$ cat src/rtl/acc_32.sv
// acc_32 - accumulator stage of the Tiny DSP datapath.
//
// Captures the multiplier product into a P register. Accepts one accumulator op
// every two cycles through a valid/ready handshake: move, add or subtract a
// snapshot of P into the accumulator, zero it, or clear the sticky overflow flag.
// Add/subtract can saturate or wrap on overflow.
//
// Optional feature: define TDSP_PSHIFT_EN to add the `pm` port. This shifts the
// P snapshot before it is used: none, left 1, left 4, or arithmetic right 6.
//
// Ports:
//   clk        clock, rising edge
//   reset_n    asynchronous active-low reset
//   prod_in    signed 32-bit product from the multiplier
//   prod_load  load prod_in into P at this edge
//   op         operation code, sampled on acceptance
//   op_valid   op request
//   op_ready   block can accept an op this cycle
//   ovm        overflow mode (1 = saturate, 0 = wrap), sampled on acceptance
//   pm         product shift mode (TDSP_PSHIFT_EN only)
//   p_reg      current P register
//   acc        current accumulator
//   op_done    one-cycle pulse when an accepted op retires
//   ov         sticky overflow flag

module acc_32 #(
    parameter logic [31:0] PSAT = 32'h7fffffff,
    parameter logic [31:0] NSAT = 32'h80000000
) (
    input  logic        clk,
    input  logic        reset_n,
    input  logic [31:0] prod_in,
    input  logic        prod_load,
    input  logic [2:0]  op,
    input  logic        op_valid,
    output logic        op_ready,
    input  logic        ovm,
`ifdef TDSP_PSHIFT_EN
    input  logic [1:0]  pm,
`endif
    output logic [31:0] p_reg,
    output logic [31:0] acc,
    output logic        op_done,
    output logic        ov
);

    typedef enum logic [0:0] {StIdle, StExec} state_e;

    localparam logic [2:0] OpNop  = 3'b000;
    localparam logic [2:0] OpPac  = 3'b001;
    localparam logic [2:0] OpApac = 3'b010;
    localparam logic [2:0] OpSpac = 3'b011;
    localparam logic [2:0] OpZac  = 3'b100;
    localparam logic [2:0] OpClrv = 3'b101;

    state_e      state_q, state_d;
    logic [31:0] p_q;
    logic [31:0] acc_q, acc_d;
    logic        ov_q, ov_d;
    logic        op_done_q;
    logic [2:0]  op_q;
    logic        ovm_q;
    logic [31:0] snap_q;
    logic        accept;
    logic [31:0] ps;
    logic [32:0] sum_w;
    logic [32:0] diff_w;
    logic [32:0] res_w;

`ifdef TDSP_PSHIFT_EN
    logic [1:0] pm_q;
`endif

    assign accept = (state_q == StIdle) && op_valid;

    // Control FSM: IDLE accepts, EXEC always retires on the next edge.
    always_comb begin
        state_d = state_q;
        unique case (state_q)
            StIdle: if (op_valid) state_d = StExec;
            StExec: state_d = StIdle;
            default: state_d = StIdle;
        endcase
    end

    // Operand after the optional product shift.
`ifdef TDSP_PSHIFT_EN
    always_comb begin
        ps = snap_q;
        unique case (pm_q)
            2'b00: ps = snap_q;
            2'b01: ps = snap_q << 1;
            2'b10: ps = snap_q << 4;
            2'b11: ps = 32'($signed(snap_q) >>> 6);
            default: ps = snap_q;
        endcase
    end
`else
    assign ps = snap_q;
`endif

    // 33-bit sign-extended paths; bit 32 vs bit 31 flags overflow.
    assign sum_w  = {acc_q[31], acc_q} + {ps[31], ps};
    assign diff_w = {acc_q[31], acc_q} - {ps[31], ps};

    always_comb begin
        acc_d = acc_q;
        ov_d  = ov_q;
        res_w = (op_q == OpSpac) ? diff_w : sum_w;
        if (state_q == StExec) begin
            case (op_q)
                OpNop:  acc_d = acc_q;
                OpPac:  acc_d = ps;
                OpApac, OpSpac: begin
                    if (res_w[32] != res_w[31]) begin
                        ov_d  = 1'b1;
                        // bit 32 holds the true sign of the unbounded result
                        acc_d = ovm_q ? (res_w[32] ? NSAT : PSAT) : res_w[31:0];
                    end else begin
                        acc_d = res_w[31:0];
                    end
                end
                OpZac:  acc_d = 32'h0;
                OpClrv: ov_d  = 1'b0;
                default: acc_d = acc_q;
            endcase
        end
    end

    always_ff @(posedge clk or negedge reset_n) begin
        if (!reset_n) begin
            state_q   <= StIdle;
            p_q       <= 32'h0;
            acc_q     <= 32'h0;
            ov_q      <= 1'b0;
            op_done_q <= 1'b0;
            op_q      <= 3'b000;
            ovm_q     <= 1'b0;
            snap_q    <= 32'h0;
        end else begin
            state_q   <= state_d;
            acc_q     <= acc_d;
            ov_q      <= ov_d;
            op_done_q <= (state_q == StExec);
            if (prod_load) p_q <= prod_in;
            // Snapshot is the pre-edge P, so a same-edge load only affects later ops.
            if (accept) begin
                op_q   <= op;
                ovm_q  <= ovm;
                snap_q <= p_q;
            end
        end
    end

`ifdef TDSP_PSHIFT_EN
    always_ff @(posedge clk or negedge reset_n) begin
        if (!reset_n) begin
            pm_q <= 2'b00;
        end else if (accept) begin
            pm_q <= pm;
        end
    end
`endif

    assign op_ready = (state_q == StIdle);
    assign p_reg    = p_q;
    assign acc      = acc_q;
    assign op_done  = op_done_q;
    assign ov       = ov_q;

endmodule

$ cat config.mk
export PLATFORM = sky130hd
export DESIGN_NAME = acc_32
export DESIGN_NICKNAME = d
export VERILOG_FILES = /design/src/rtl/acc_32.sv
export SDC_FILE = /design/constraint.sdc
export NUM_CORES = 1
export LEC_CHECK = 0
export ABC_AREA = 1
export CAP_MARGIN = 0
export CORE_MARGIN = 2
export CORE_UTILIZATION = 25
export CTS_CLUSTER_DIAMETER = 80
export DETAILED_ROUTE_END_ITERATION = 8
export PLACE_DENSITY = 0.45
export SLEW_MARGIN = 20
export SYNTH_ARGS = -nofsm -noshare
export SYNTH_HDL_FRONTEND = slang
export SYNTH_SLANG_ARGS = --single-unit
$ cat constraint.sdc
create_clock -name clk -period 3.15 [get_ports clk]
set_input_delay 0.4725 -clock clk [delete_from_list [all_inputs] [get_ports clk]]
set_output_delay 0.4725 -clock clk [all_outputs]
set_load 0.01 [all_outputs]
==> run metrics <==
global-route wire length before repair=46,190 microns; delay of the slowest cell on the worst path=0.39 ns; area used by multi-input combinational logic=5781 sq um; Initial Util=0.2556; proportion of synthesized area in mux cells=0; total power density per cell area=1170 nW/um^2; xor/xnor share of the synthesized area=0.04640; transition time at the pin with the least slew margin=0.9169 ns; core outline area=34,710 sq um; storage element area=2577 sq um; Antenna Violating Nets Remaining=0; result of the run=complete, but fails checks; Layout Cell Area excl Fill=12,740 sq um; gr ovfl total=0; TritonCTS clock tree=built; setup total negative slack=-15.90 ns; syn nets=1,357; total placed cells including tap cells=1,989; antenna violations before repair=0; DP Area=11,830 sq um; Arr. time, crit path=3.96 ns; Root Buffer Master=sky130_fd_sc_hd__clkbuf_16; maximum fanout along the worst path=6; switching part of the total power=0.4892; library cell with the largest summed area after synthesis=sky130_fd_sc_hd__dfrtp_1; Final Worst Setup Slack=-0.5134 ns; pin count of the biggest net entering global routing=72; Total Nets Final=1,635; filler cell count=3,709; count of boundary I/O pins=107; sequential fraction of design power=0.138; Worst Hold Class=primary input to async pin; maximum clock path buffer count=2; synthesized flop and latch total=103; RePlAce Congestion=0.8610; worst setup path class=register to register; Synthesis Warnings=0; number of buffers added on ports=106; Syn-to-layout area delta=43.58%; CTS sink count=103; violation count after the first detailed-route iteration=506; clock latency on the worst-skew pair=0.37 ns; vias per inst=4.335; sequential share of the synthesized area=0.2906; RSZ-0062 raised after global routing=yes; type of element launching the critical path=register; Mapped Area=8871 sq um; number of search-and-repair iterations in the first detailed-routing pass=5; Cell Rows=68; total routing usage reported by global routing=0.1623; category of cells accounting for the largest share of critical-path delay=simple AND/OR/NAND/NOR gates; worst hold-check slack=0.08006 ns; count of mapped cells out of synthesis=1,283; peak supply drop=0.4905 mV; Crit path buffers/inverters=3; final routed wire length divided by cell count=14.53 microns; leakage=6.426 nW; Post-Syn Area per Cell=6.914 sq um; layout cell share with drive strength beyond 1=0.3040; main combinational cell family by area after synthesis=simple AND/OR/NAND/NOR gates; Die ar.=37,010 sq um; final critical delay including setup and external delays=3.663 ns; internal power summed over all cells=7.611 mW; adder and majority gate portion of the synthesized area=0.04880; clock network power share=0.083; DRC Markers=0; violations in the final reports=setup timing; hold-fix buffers at CTS=0; max_slew headroom=0.3887; Combinational Power Share=0.779; area fraction of the dominant cell type after synthesis=0.2906; fraction of the cycle the final worst path needs=1.163; leading cell types by total area after synthesis=sky130_fd_sc_hd__dfrtp_1 29%, sky130_fd_sc_hd__nand2_1 15%, sky130_fd_sc_hd__inv_1 7.8%; fmax=0.2730 GHz; total routed wirelength=29,370 microns; antenna cells=0; CP dominant cell by count=sky130_fd_sc_hd__nand2_2; number of distinct standard cells referenced by the synthesized netlist=38; count of endpoints failing hold in the final timing report=0; count of final setup violators=33; count of final max-slew check failures=0; post-synthesis compound-gate area fraction=0.1197; Die Span Y=192.4 microns; required time at the endpoint of the critical path=3.45 ns; max-capacitance violation count=0; Net Sw Power=7.290 mW; Fin Clk Skew=0.01641 ns; vias after detailed routing=8,762; capturing element type of the critical path=register; HPWL after detailed placement=23,370 microns; Final Power=14.90 mW; via count of the first global-routing pass=8,477; number of non-filler instances in the completed layout=2,021; slowest stage cell on the critical path=sky130_fd_sc_hd__dfrtp_1; clock transition at the registers of the reported paths=0.07 ns; CTS HTree Levels=3; Die X-Extent=192.4 microns; clock buffers created by TritonCTS=9; Synth Area in Simple Gates=0.3783
[metrics by stage]
| stage | util | setup WS (ns) |
|---|---|---|
| CTS | 0.3566 | -0.5918 |
| global placement | 0.3407 | -0.6987 |
| finish | 0.3669 | -0.5134 |
| global route | 0.3669 | -0.7678 |
| floorplan | - | -0.1718 |
| detailed placement | 0.3407 | -0.7839 |
[final timing paths]
path                              startpoint                    end  slack [ns]  cells after the start
max                        ps[1]$_DFFE_PN0P_     acc[7]$_DFFE_PN0P_       -0.51                     28
min                                  reset_n   p_reg[1]$_DFFE_PN0P_        0.08                      1
max reg2reg                ps[1]$_DFFE_PN0P_     acc[7]$_DFFE_PN0P_       -0.51                     28
min reg2reg                state_q$_DFF_PN0_      op_done$_DFF_PN0_        0.51                      0
max in group asynchronous            reset_n  p_reg[30]$_DFFE_PN0P_        2.30                      2
min in group clk           state_q$_DFF_PN0_      op_done$_DFF_PN0_        0.51                      0
[Yosys cell counts (all sizes together)]
cell type	count
nor2	109
a31oi	2
fa	1
buf	18
xor2	22
o21bai	4
a21oi	87
xnor2	25
dfrtp	103
and2	12
ha	33
nor3	11
clkinv	1
nand2	431
o41ai	1
clkbuf	28
o211ai	1
nand3	107
o31ai	4
inv	195
nor4	4
o21ai	79
nand4	5
[cell type report]
class / instances / area share
clock inverters: 5 / 0.005010
clock buffers: 11 / 0.01984
inverters: 196 / 0.05776
well taps: 455 / 0.04470
flip-flops and latches: 103 / 0.2024
repair buffers: 312 / 0.2165
multi-input cells: 939 / 0.4538
[power by group through the flow]
stage / registers (mW) / clock network [mW] / logic, mW
after CTS: 2.05 / 1.28 / 11.2
after floorplan: 2.06 / 0 / 6.76
final: 2.06 / 1.23 / 11.6
after global routing: 2.10 / 1.31 / 12.7
after global placement: 2.07 / 0 / 10.8
after detailed placement: 2.06 / 0 / 10.8
[layer usage]
| metal | part of all wire | track usage |
|---|---|---|
| met5 | 0 | 0 |
| met4 | 0.016 | 0.04198 |
| met3 | 0.032 | 0.01891 |
| met2 | 0.44 | 0.2569 |
| met1 | 0.51 | 0.2332 |
[repair_timing]
| item | 4_1_cts | 5_1_grt |
|---|---|---|
| pin swaps | 21 | 45 |
| setup buffers | 9 | 5 |
| gates resized for setup | 36 | 71 |
| endpoints found under the setup margin | 33 | 33 |
| cloned | 1 | 1 |
[placed cells by master (no fill, tap or decap), types with 3 or more instances in the layout]
master	instances
sky130_fd_sc_hd__a21oi_4	4
sky130_fd_sc_hd__buf_4	193
sky130_fd_sc_hd__xnor2_1	23
sky130_fd_sc_hd__nor2_4	6
sky130_fd_sc_hd__ha_4	12
sky130_fd_sc_hd__nand2_8	3
sky130_fd_sc_hd__o21bai_1	4
sky130_fd_sc_hd__and2_1	10
sky130_fd_sc_hd__nand2_4	40
sky130_fd_sc_hd__clkdlybuf4s50_1	104
sky130_fd_sc_hd__nand4_1	5
sky130_fd_sc_hd__a21oi_1	45
sky130_fd_sc_hd__o21ai_0	73
sky130_fd_sc_hd__inv_2	19
sky130_fd_sc_hd__buf_12	10
sky130_fd_sc_hd__nor4_1	4
sky130_fd_sc_hd__o21ai_1	3
sky130_fd_sc_hd__nor2_2	17
sky130_fd_sc_hd__dfrtp_1	103
sky130_fd_sc_hd__a21oi_2	38
sky130_fd_sc_hd__ha_1	18
sky130_fd_sc_hd__nand2_1	337
sky130_fd_sc_hd__nor3_1	8
sky130_fd_sc_hd__ha_2	3
sky130_fd_sc_hd__nand3_1	63
sky130_fd_sc_hd__nor2_1	86
sky130_fd_sc_hd__xor2_1	20
sky130_fd_sc_hd__nand2_2	52
sky130_fd_sc_hd__nand3_2	43
sky130_fd_sc_hd__clkbuf_16	10
sky130_fd_sc_hd__inv_1	176
[cell families after synthesis]
logic type / Yosys count
buffers and inverters: 242
adders and majority gates: 34
and+or+nand+nor: 679
AOI/OAI and AO/OA: 178
xor gates and xnor gates: 47
DFF: 103
(Power assumes the default switching activity.)
